===== config.mk =====
export PLATFORM = sky130hd
export DESIGN_NAME = router_pkt_tx
export DESIGN_NICKNAME = d
export VERILOG_FILES = /design/src/rtl/router_pkt_tx.sv
export SDC_FILE = /design/constraint.sdc
export NUM_CORES = 1
export LEC_CHECK = 0
export ABC_AREA = 1
export ABC_CLOCK_PERIOD_IN_PS = 2300
export CAP_MARGIN = 20
export CORE_MARGIN = 2
export CORE_UTILIZATION = 53
export DETAILED_ROUTE_END_ITERATION = 6
export GPL_TIMING_DRIVEN = 0
export PLACE_DENSITY = 0.72
export SKIP_LAST_GASP = 1
export SYNTH_ARGS = -nofsm -noshare
export SYNTH_HDL_FRONTEND = slang
export SYNTH_SLANG_ARGS = --single-unit

===== constraint.sdc =====
create_clock -name clock -period 2.3 [get_ports clock]
set_clock_uncertainty 0.05 [all_clocks]
set_input_delay 0.345 -clock clock [delete_from_list [all_inputs] [get_ports clock]]
set_output_delay 0.345 -clock clock [all_outputs]
set_load 0.05 [all_outputs]

===== src/rtl/router_pkt_tx.sv =====
`default_nettype none
// ============================================================================
//  Module   : router_pkt_tx
//  Purpose  : Packet source for the input port of the 1x3 router. The host
//             fills a byte buffer, then issues start with a destination and
//             length. The block sends header {len,dest}, then the payload,
//             then an XOR parity byte. It honours the router busy
//             back-pressure and watches the router error flag for ERR_WAIT
//             cycles after the parity byte.
//  Revision : 1.0  initial release
// ----------------------------------------------------------------------------
//  Ports
//    clock     in   1  system clock, rising edge
//    resetn    in   1  asynchronous active-low reset
//    wr_en     in   1  host write strobe into the payload buffer
//    wr_data   in   8  payload byte, written at wr_count
//    clr       in   1  synchronous clear of the buffer write pointer
//    start     in   1  launch a packet (sampled in IDLE only)
//    dest      in   2  destination address, 0..2 valid
//    len       in   6  payload length, 1..MAX_LEN valid
//    busy      in   1  router back-pressure
//    error     in   1  router parity error flag
//    data_out  out  8  byte to the router data_in
//    pkt_valid out  1  to the router pkt_valid
//    tx_busy   out  1  high whenever the FSM is not idle
//    done      out  1  one-cycle pulse at the end of a packet
//    err_seen  out  1  valid with done: error seen in the check window
//    reject    out  1  one-cycle pulse when start is refused
//    wr_count  out  6  bytes currently held in the buffer
// ============================================================================
module router_pkt_tx #(
    parameter int MAX_LEN  = 63,
    parameter int ERR_WAIT = 3      // must be >= 1
) (
    input  logic       clock,
    input  logic       resetn,
    input  logic       wr_en,
    input  logic [7:0] wr_data,
    input  logic       clr,
    input  logic       start,
    input  logic [1:0] dest,
    input  logic [5:0] len,
    input  logic       busy,
    input  logic       error,
    output logic [7:0] data_out,
    output logic       pkt_valid,
    output logic       tx_busy,
    output logic       done,
    output logic       err_seen,
    output logic       reject,
    output logic [5:0] wr_count
);

    localparam int              CNT_W      = (ERR_WAIT < 2) ? 1 : $clog2(ERR_WAIT + 1);
    localparam logic [5:0]      C_MAX_LEN  = 6'(MAX_LEN);
    localparam logic [CNT_W-1:0] C_ERR_WAIT = CNT_W'(ERR_WAIT);
    localparam logic [CNT_W-1:0] C_CNT_ONE  = CNT_W'(1);

    typedef enum logic [2:0] {
        S_IDLE    = 3'd0,
        S_HEADER  = 3'd1,
        S_PAYLOAD = 3'd2,
        S_PARITY  = 3'd3,
        S_ERRCHK  = 3'd4,
        S_DONE    = 3'd5
    } state_t;

    state_t           state_q,    state_d;
    logic [5:0]       wr_count_q, wr_count_d;
    logic [5:0]       rd_ptr_q,   rd_ptr_d;
    logic [1:0]       dest_q,     dest_d;
    logic [5:0]       len_q,      len_d;
    logic [7:0]       parity_q,   parity_d;
    logic [CNT_W-1:0] cnt_q,      cnt_d;
    logic             flag_q,     flag_d;
    logic             reject_q,   reject_d;

    // Payload store: not reset, only the write pointer is.
    logic [7:0]       mem_q [0:63];

    logic             wr_fire;
    logic             xfer;
    logic [7:0]       rd_byte;

    assign rd_byte = mem_q[rd_ptr_q];

    // A byte leaves on any edge where the router is not busy and a framed
    // byte is being presented.
    assign xfer = !busy && ((state_q == S_HEADER) || (state_q == S_PAYLOAD) ||
                            (state_q == S_PARITY));

    always_comb begin
        state_d    = state_q;
        wr_count_d = wr_count_q;
        rd_ptr_d   = rd_ptr_q;
        dest_d     = dest_q;
        len_d      = len_q;
        parity_d   = parity_q;
        cnt_d      = cnt_q;
        flag_d     = flag_q;
        reject_d   = 1'b0;
        wr_fire    = 1'b0;

        case (state_q)
            S_IDLE: begin
                if (clr) begin
                    wr_count_d = 6'd0;
                end else if (wr_en && (wr_count_q != C_MAX_LEN)) begin
                    wr_fire    = 1'b1;
                    wr_count_d = wr_count_q + 6'd1;
                end
                if (start) begin
                    if ((dest == 2'd3) || (len == 6'd0) || (len > wr_count_q)) begin
                        reject_d = 1'b1;
                    end else begin
                        dest_d   = dest;
                        len_d    = len;
                        rd_ptr_d = 6'd0;
                        state_d  = S_HEADER;
                    end
                end
            end
            S_HEADER: begin
                if (xfer) begin
                    parity_d = {len_q, dest_q};
                    state_d  = S_PAYLOAD;
                end
            end
            S_PAYLOAD: begin
                if (xfer) begin
                    parity_d = parity_q ^ rd_byte;
                    rd_ptr_d = rd_ptr_q + 6'd1;
                    if (rd_ptr_q == (len_q - 6'd1)) begin
                        state_d = S_PARITY;
                    end
                end
            end
            S_PARITY: begin
                if (xfer) begin
                    cnt_d   = C_ERR_WAIT;
                    flag_d  = 1'b0;
                    state_d = S_ERRCHK;
                end
            end
            S_ERRCHK: begin
                // Window is exactly ERR_WAIT cycles; leave when the count
                // would reach zero.
                if (error) begin
                    flag_d = 1'b1;
                end
                cnt_d = cnt_q - C_CNT_ONE;
                if (cnt_q <= C_CNT_ONE) begin
                    state_d = S_DONE;
                end
            end
            S_DONE: begin
                wr_count_d = 6'd0;
                state_d    = S_IDLE;
            end
            default: begin
                state_d = S_IDLE;
            end
        endcase
    end

    always_ff @(posedge clock or negedge resetn) begin
        if (!resetn) begin
            state_q    <= S_IDLE;
            wr_count_q <= 6'd0;
            rd_ptr_q   <= 6'd0;
            dest_q     <= 2'd0;
            len_q      <= 6'd0;
            parity_q   <= 8'd0;
            cnt_q      <= '0;
            flag_q     <= 1'b0;
            reject_q   <= 1'b0;
        end else begin
            state_q    <= state_d;
            wr_count_q <= wr_count_d;
            rd_ptr_q   <= rd_ptr_d;
            dest_q     <= dest_d;
            len_q      <= len_d;
            parity_q   <= parity_d;
            cnt_q      <= cnt_d;
            flag_q     <= flag_d;
            reject_q   <= reject_d;
        end
    end

    always_ff @(posedge clock) begin
        if (wr_fire) begin
            mem_q[wr_count_q] <= wr_data;
        end
    end

    // Outputs decode straight from registered state so a reset forces
    // pkt_valid low without waiting for a clock edge.
    always_comb begin
        data_out = 8'd0;
        case (state_q)
            S_HEADER:  data_out = {len_q, dest_q};
            S_PAYLOAD: data_out = rd_byte;
            S_PARITY:  data_out = parity_q;
            default:   data_out = 8'd0;
        endcase
    end

    assign pkt_valid = (state_q == S_HEADER) || (state_q == S_PAYLOAD);
    assign tx_busy   = (state_q != S_IDLE);
    assign done      = (state_q == S_DONE);
    assign err_seen  = (state_q == S_DONE) && flag_q;
    assign reject    = reject_q;
    assign wr_count  = wr_count_q;

endmodule
`default_nettype wire


==> results.toml, run 1 <==
[run_status]
status = "finished with violations"
violations = "setup timing"

[pwr]
p_per_area_mw_per_mm2 = 1087
p_clk_share_pct = 27.3
p_seq_share_pct = 34.9
switching_power_uw = 12160
ir_worst_vdd_v = 0.0007779
p_total_uw = 32700
p_sw_share_pct = 37.20
p_int_uw = 20540
p_leak_uw = 0.01153
combPwrFrac_pct = 37.8

[route]
vias = 18069
dr.pass1.iters = 6
wl_per_cell_um = 23.98
drt_iter0_drc = 2446
ant_nets = 0
drc = 0
viasPerCell = 5.808
wl_um = 74600

[min_path]
hp-class = "in -> reg"
holdCritStartpoint = "wr_data[5]"

[sta]
worst_slew_pin_slew_ns = 0.8671
setup_slack_ns = -0.9488
max_slew_margin_pct = 42.19
setup_viol = 210
period_share_pct = 141.3
finalHoldViolCount = 0
slew_viol_final = 0
period_minus_slack_ns = 3.249
max_freq_ghz = 0.3078
rsz0062_at_grt = "true"

[clock_tree]
cts_tree = "yes"
cts-root-buf = "clkbuf_16"
cts.clk_slew.worst_paths_ns = 0.06
clock_latency_ns = 0.62
h-tree-depth = 2
cts_buffers = 55
cts_buffer_depth = 3
numClockSinks = 547

[logic_synthesis]
yosysSeqAreaShare_pct = 67.89
synthesis.area_mm2 = 0.02394
avgSynthCellArea_um2 = 10.50
synth-async-reset-ratio_pct = 6.399
syn_nets = 2312
ys_types = 40
synth_edf_count = 512
yosysWarnings = 0
synth_seq_cells = 547
syn_inst = 2279
ys.flop_type = "edfxtp_1"

[final_layout]
drive_gt1_share_pct = 23.18
final_cell_count_no_fill = 3111
nets = 2508
area_delta_synth_final_pct = 25.62
mostFrequentLayoutCell = "nand2_1"
antenna_cells = 0
layout_common_cells = "nand2_1, edfxtp_1, nand3_1"

[grt]
grt_max_degree = 45
antenna_found_initial = 1
grt_overflow = 0
grt_pass1_wl_um = 107800
grt_pass1_vias = 16962
grt_util_all_layers_pct = 31.64

[critical_path]
worstPathRequired_ns = 1.90
cp-end-kind = "output pin"
cp_max_fo = 10
cp-startpoint = "rd_ptr_q[0]$_DFFE_PN0P_"
cp-start-kind = "flop"
path_class = "reg -> out"
r2r_start = "rd_ptr_q[0]$_DFFE_PN0P_"
arrival_ns = 2.85

[floorplanning]
core_area_mm2 = 0.04441
die_w_um = 216.5
die_h_um = 216.5
die_area_mm2 = 0.04688
std_cell_rows = 77
start_util_pct = 53.90
ios = 42

[place]
finalWeightedCongestion = 0.9834
dpl.hpwl_um = 50110
place_ws_ns = -1.426
dp_cells = 2920
portBuffers = 41

[flow_run]
drv_cap = 0
## critical path: stages (launching register included)
cell	delay [ns]
dfrtp_1	0.41
buf_6	0.16
inv_8	0.10
buf_16	0.16
buf_12	0.14
nand2_1	0.07
nand2_1	0.07
nand2_1	0.06
a21oi_2	0.24
nor2_4	0.08
nand2_2	0.12
nand3_2	0.12
nand2_1	0.11
nand2_1	0.07
o221ai_2	0.10
buf_6	0.20
## cells in the mapped netlist (2+ instances only)
master / instances / area [um2]
nor3_1: 4 / 20.02
buf_1: 9 / 33.78
xnor2_1: 2 / 17.52
o21ai_1: 2 / 10.01
o221ai_1: 8 / 70.07
o21ai_0: 65 / 325.3
or2_2: 2 / 12.51
buf_6: 12 / 135.1
inv_4: 2 / 12.51
clkbuf_1: 26 / 97.59
buf_4: 20 / 150.1
inv_1: 170 / 638.1
edfxtp_1: 512 / 15370
dfrtp_1: 35 / 875.8
nor2_4: 2 / 22.52
a21oi_1: 51 / 255.2
nor2_1: 248 / 930.9
inv_2: 6 / 22.52
o211ai_1: 2 / 15.01
nand3_4: 9 / 157.7
nand3_1: 298 / 1491
nand2_1: 711 / 2669
ha_1: 10 / 125.1
buf_2: 44 / 220.2
clkinv_1: 2 / 7.510
nand4_1: 2 / 12.51
nand3_2: 3 / 30.03
xor2_1: 10 / 87.58
## worst paths after layout
check                                           to  slack [ns]  cells past startpoint
max                                    data_out[3]       -0.95                     15
min                         mem_q[20][5]$_DFFE_PP_        0.18                      1
max reg2reg                parity_q[2]$_DFFE_PN0P_       -0.92                     25
min reg2reg                  dest_q[1]$_DFFE_PN0P_        0.46                      2
max in group asynchronous  wr_count[1]$_DFFE_PN0P_        1.21                      2
min in group asynchronous  rd_ptr_q[4]$_DFFE_PN0P_        0.34                      2
## registers in the layout, summed over array words and instances, names as in the netlist
signal	count
mem_q	512
len_q	6
cnt_q	2
wr_count	6
dest_q	2
parity_q	8
rd_ptr_q	6
reject	1
state_q	3
flag_q	1
## power by group through the flow
stage / sequential [uW] / combinational (uW) / clock (uW)
after global placement: 11600 / 9520 / 0
after CTS: 11400 / 11400 / 8920
after floorplan: 11600 / 6270 / 0
after global routing: 11400 / 13100 / 9320
final: 11400 / 12400 / 8920
after detailed placement: 11600 / 9730 / 0
## area by class of cell
class	instances	area [um2]
sequential	547	16260
buffer	113	1154
inverter	181	721.9
multi-input combinational	1439	7769
tap	592	740.7
fill	3046	14340
timing repair buffer	138	1649
clock inverter	26	259.0
clock buffer	75	1514
## metrics by stage
stage	TNS (ns)	instance area [um2]	hold slack, ns	util, %
floorplan	-1.134	24100	-0.0005911	-
global route	-38.20	30070	0.1820	67.71
detailed placement	-208.15	25370	0.4411	57.12
finish	-12.94	30070	0.1797	67.71
global placement	-732.38	25250	0.4244	56.86
CTS	-22.68	29290	0.1525	65.95
## routing by layer
layer | wire length [um] | vias to the layer above | global-route usage (%)
li1 | - | 8056 | -
met1 | 28760 | 8702 | 44.91
met2 | 33350 | 1129 | 47.83
met3 | 9257 | 180 | 6.695
met4 | 3216 | 2 | 13.01
met5 | 13 | - | 0
## logic make-up (layout without fill, tap and decap cells)
kind of cell	after synthesis	in the layout	share of synthesized area (%)
AND/OR/NAND/NOR	1285	1285	22.61
flip-flops	547	547	67.89
buffers and inverters	294	533	5.624
AO/OA/AOI/OAI	131	132	2.922
XOR/XNOR	12	12	0.4391
adder cells (fa/ha/maj)	10	10	0.5227
## repair_timing
action	in CTS	in global routing
resized for setup	453	135
endpoints found under the hold margin	35	0
buffers inserted	58	29
pin swaps	70	56
cloned	2	0
hold buffers	1	0
setup endpoints to repair	550	546
Note: power is estimated with default switching activity, not from simulation.
==> run 2, diff against run 1 <==
Settings changed: CAP_MARGIN 20 to 30.
==> results.toml, run 2 (synthesis gave the netlist of run 1 again) <==
[run_status]
status = "finished with violations"
violations = "setup timing"

[final_layout]
top_register = "mem_q"
drive_gt1_share_pct = 24.48
nets = 2505
mostFrequentLayoutCell = "nand2_1"
largestRegisters = "mem_q (512), parity_q (8)"
area_delta_synth_final_pct = 26.57
fill_cells = 3037
layout_common_cells = "nand2_1, edfxtp_1, nand3_1"
final_area_mm2 = 0.03030
largest_reg_flops = 512

[critical_path]
r2r_start = "wr_count[1]$_DFFE_PN0P_"
slowest_delay_ns = 0.40
cp-start-kind = "flop"
crit_chain = "buf_4, inv_4, nand2_2, buf_2, a21oi_2, nor2_4, nand2_1, nand3_2, nand2_2, nand2_1, o221ai_2, buf_6"
worstPathRequired_ns = 1.90
rrSetupSlack_ns = -0.07
cp_max_fo = 10
rr_worst_depth = 11
r2r-end = "mem_q[28][2]$_DFFE_PP_"
cp-startpoint = "rd_ptr_q[2]$_DFFE_PN0P_"
cp-end-kind = "output pin"
path_class = "reg -> out"
cp_slowest_cell = "buf_2"
cp-endpoint = "data_out[3]"
arrival_ns = 2.86

[grt]
grtUsageMet2_pct = 47.35
grt_overflow = 0
grt_util_met3_pct = 7.004
gr-max-usage-layer = "met2"
grt_max_degree = 45
grt_util_all_layers_pct = 31.77
grt_pass1_vias = 17175
antenna_found_initial = 0
grtUsageMet1_pct = 44.33
grt_pass1_wl_um = 108200

[sta]
rsz0062_at_grt = "true"
fin_tns_setup_ns = -12.06
setup_viol = 154
max_freq_ghz = 0.3076
max_slew_margin_pct = 40.57
period_minus_slack_ns = 3.251
period_share_pct = 141.4
worst_slew_pin_slew_ns = 0.8915
finalHoldViolCount = 0
setup_slack_ns = -0.9513
slew_viol_final = 0

[pwr]
p_int_uw = 20670
p_clk_share_pct = 27.6
combPwrFrac_pct = 37.9
switching_power_uw = 12350
p_per_area_mw_per_mm2 = 1090
p_leak_uw = 0.01166
p_seq_share_pct = 34.5
ir_worst_vdd_v = 0.001013
p_sw_share_pct = 37.39

[min_path]
min_path_cells = 1
hp-class = "in -> reg"
holdCritStartpoint = "wr_data[5]"

[clock_tree]
cts_tree = "yes"
cts_buffer_depth = 3
clock_latency_ns = 0.61
cts_buffers = 54
h-tree-depth = 2
cts-root-buf = "clkbuf_16"
cts.clk_slew.worst_paths_ns = 0.07
numClockSinks = 547

[route]
dr.pass1.iters = 6
wl_per_cell_um = 24.30
vias = 18166
ant_nets = 0
drc = 0
wl_um = 75540
viasPerCell = 5.843
drt_iter0_drc = 2348

[place]
postPlaceCellArea_mm2 = 0.02537
dpl.hpwl_um = 50060
finalWeightedCongestion = 0.9834
portBuffers = 41

[floorplanning]
std_cell_rows = 77
ios = 42
die_area_mm2 = 0.04688
die_w_um = 216.5
start_util_pct = 53.90
die_h_um = 216.5
core_area_mm2 = 0.04441

[flow_run]
drv_cap = 0
==> run 2: cell count changes in the layout (fill, tap and decap cells not counted), moves of 4 or more <==
cell	delta
buf_12	+5
nand3_2	+21
nand2_2	+14
buf_2	+5
nand3_4	-6
nand2_1	-12
clkbuf_1	-7
buf_6	-20
clkbuf_4	-8
o21ai_0	+8
o21ai_1	-8
clkbuf_2	+4
nand3_1	-15
==> run 2: power groups by stage <==
stage          clock (uW)  combinational, uW  sequential (uW)
2_1_floorplan           0               6270            11600
3_3_place_gp            0               9520            11600
3_5_place_dp            0               9730            11600
4_1_cts              9100              11200            11400
5_1_grt              9480              13200            11400
6_report             9110              12500            11400
==> run 2: final cells by class <==
class | count | area, um2 | share of cell area (%)
clock inverter | 35 | 359.1 | 1.185
sequential | 547 | 16260 | 53.68
antenna | 1 | 2.502 | 0.008259
tap | 592 | 740.7 | 2.445
timing repair inverter | 1 | 8.758 | 0.02891
multi-input combinational | 1439 | 7873 | 25.98
inverter | 181 | 732.0 | 2.416
buffer | 113 | 1161 | 3.832
timing repair buffer | 135 | 1700 | 5.612
clock buffer | 65 | 1456 | 4.807
==> run 2: worst min-delay path by stage <==
stage	endpoint	slack [ns]
4_1_cts	mem_q[16][5]$_DFFE_PP_	0.15
2_1_floorplan	cnt_q[0]$_DFFE_PN0P_	-0.0006
5_1_grt	mem_q[16][5]$_DFFE_PP_	0.19
3_3_place_gp	dest_q[1]$_DFFE_PN0P_	0.42
6_report	mem_q[20][5]$_DFFE_PP_	0.18
3_5_place_dp	dest_q[1]$_DFFE_PN0P_	0.43
==> run 2: metrics by stage <==
step                      worst slack [ns]  hold WS, ns  utilization [%]  std cells  power (uW)
after CTS                          -0.8579       0.1489            66.20       3080       31700
final                              -0.9513       0.1759            68.22       3109       33020
after global placement              -1.441       0.4244            56.86       2912       21140
after floorplan                   -0.01355   -0.0005911                -       2279       17880
after detailed placement            -1.418       0.4254            57.12       2920       21330
after global routing               -0.9918       0.1897            68.21       3108       34110
==> run 2: repair_timing <==
action	in CTS	in global routing
gates resized for setup	458	139
setup endpoints to repair	549	547
setup buffers	56	24
pin swaps	70	69
cloned	3	3
hold endpoints to repair	35	0
hold buffers	1	0
==> run 2: worst max-delay path, delay by kind of cell (launching register included) <==
kind / cells / cell delay, ns
AO/OA/AOI/OAI: 2 / 0.23
flip-flops: 1 / 0.33
AND/OR/NAND/NOR: 6 / 0.72
buffers and inverters: 4 / 0.92
==> run 2: routing by layer <==
layer	vias up	part of all wire (%)
li1	8062	-
met3	212	12
met1	8769	38
met2	1123	45
met5	-	0
met4	0	5.2
==> run 3, diff against run 2 <==
Settings changed: SLEW_MARGIN set to 15.
==> results.toml, run 3 (synthesis gave the netlist of run 1 again) <==
[route]
wl_um = 75460
wl_per_cell_um = 24.17
vias = 18317
drc = 0
viasPerCell = 5.867
dr.pass1.iters = 6
drt_iter0_drc = 2524
ant_nets = 0

[grt]
antenna_found_initial = 1
grt_overflow = 0
grt_util_all_layers_pct = 31.49
grt_max_degree = 65
grt_pass1_vias = 16939
grt_pass1_wl_um = 107500

[final_layout]
area_delta_synth_final_pct = 25.43
top_register = "mem_q"
largestRegisters = "mem_q (512), parity_q (8)"
final_cell_count_no_fill = 3122
final_area_mm2 = 0.03003
mostFrequentLayoutCell = "nand2_1"
nets = 2520
utilization_pct = 67.60
layout_common_cells = "nand2_1, edfxtp_1, nand3_1"
largest_reg_flops = 512
drive_gt1_share_pct = 24.23
antenna_cells = 0

[clock_tree]
numClockSinks = 547
h-tree-depth = 2
cts_tree = "yes"
cts_buffer_depth = 3
cts_buffers = 55
clock_latency_ns = 0.62
cts-root-buf = "clkbuf_16"
cts.clk_slew.worst_paths_ns = 0.06

[critical_path]
path_class = "reg -> reg"
cp-startpoint = "rd_ptr_q[0]$_DFFE_PN0P_"
cp_max_fo = 10
worstPathRequired_ns = 2.75
cp-start-kind = "flop"
arrival_ns = 3.75
cp-end-kind = "flop"
r2r_start = "rd_ptr_q[0]$_DFFE_PN0P_"

[sta]
max_slew_margin_pct = 29.59
max_freq_ghz = 0.3035
period_share_pct = 143.2
setup_slack_ns = -0.9946
finalHoldViolCount = 0
setup_viol = 285
slew_viol_final = 0
rsz0062_at_grt = "true"
period_minus_slack_ns = 3.295
worst_slew_pin_slew_ns = 1.053

[floorplanning]
die_h_um = 216.5
start_util_pct = 53.90
ios = 42
core_area_mm2 = 0.04441
std_cell_rows = 77
die_w_um = 216.5
die_area_mm2 = 0.04688

[pwr]
ir_worst_vdd_v = 0.0008467
p_leak_uw = 0.01161
p_per_area_mw_per_mm2 = 1099

[place]
postPlaceCellArea_mm2 = 0.02532
finalWeightedCongestion = 0.9834
place_ws_ns = -1.431
dpl.hpwl_um = 48540
dp_cells = 2916
portBuffers = 41

[flow_run]
drv_cap = 0

[min_path]
hp-class = "in -> async"

[run_status]
status = "finished with violations"
violations = "setup timing"
## run 3: changes by cell type in the layout (fill, tap and decap cells not counted), sizes merged, moves of 2 or more
cell,before,now
clkinvlp,7,4
dlygate4sd3,1,3
clkbuf,93,99
bufinv,7,4
buf,196,207
dlygate4sd2,4,0
dlymetal6s2s,1,5
## run 3: layout make-up
type | instances | area, um2
sequential | 547 | 16260
fill | 3075 | 14390
multi-input combinational | 1439 | 7865
timing repair buffer | 151 | 1684
clock buffer | 69 | 1491
buffer | 112 | 987.2
tap | 592 | 740.7
inverter | 181 | 724.4
clock inverter | 31 | 267.8
## run 3: through the flow
stage	power, uW	setup TNS (ns)	hold slack (ns)
floorplan	17880	-1.134	-0.0005911
global placement	21140	-732.38	0.4244
detailed placement	21330	-208.04	0.1307
CTS	31640	-122.14	0.02419
global route	34120	-48.75	0.06113
finish	33010	-23.58	0.06343
## run 3: repair_timing
| item | 4_1_cts | 5_1_grt |
|---|---|---|
| hold buffers | 3 | 0 |
| cloned | 1 | 2 |
| endpoints found under the setup margin | 550 | 552 |
| pin swaps | 59 | 64 |
| hold endpoints to repair | 39 | 0 |
| buffers inserted | 41 | 60 |
| resized for setup | 352 | 192 |
## run 3: worst paths after layout
check	end	slack [ns]	depth (start not counted)
worst max-delay path	parity_q[5]$_DFFE_PN0P_	-0.99	24
worst min-delay path	parity_q[7]$_DFFE_PN0P_	0.06	2
worst max register to register	parity_q[5]$_DFFE_PN0P_	-0.99	24
worst min register to register	dest_q[1]$_DFFE_PN0P_	0.45	2
max in group asynchronous	wr_count[1]$_DFFE_PN0P_	1.71	3
min in group clock	mem_q[23][5]$_DFFE_PP_	0.24	1
## run 3: critical path, stage by stage (launching register included)
cell	delay, ns
dfrtp_1	0.40
buf_6	0.15
inv_8	0.09
buf_12	0.15
buf_6	0.17
nand2_1	0.07
nand3_1	0.07
nand3_1	0.18
nand3_1	0.14
nand2_1	0.11
nand3_4	0.12
nand2_4	0.07
buf_4	0.13
buf_4	0.12
buf_4	0.12
buf_4	0.12
buf_4	0.13
buf_4	0.12
buf_4	0.13
buf_4	0.13
buf_4	0.12
nand2_1	0.05
nand3_1	0.07
nand2_1	0.09
nand2_1	0.05
## run 3: power breakdown
| group | internal [uW] | switching, uW | leakage, uW |
|---|---|---|---|
| Combinational | 4420 | 8340 | 0.00571 |
| Clock | 5030 | 3830 | 0.000868 |
| Sequential | 11200 | 237 | 0.00503 |
| Total | 20600 | 12400 | 0.0116 |
## run 3: metal layers
layer  routed length [um]  GRT usage [%]  vias up
met5                   13              0        -
li1                     -              -     8075
met1                28650          45.21     8783
met2                33730          47.21     1214
met3                 8989          5.333      243
met4                 4069          14.77        2
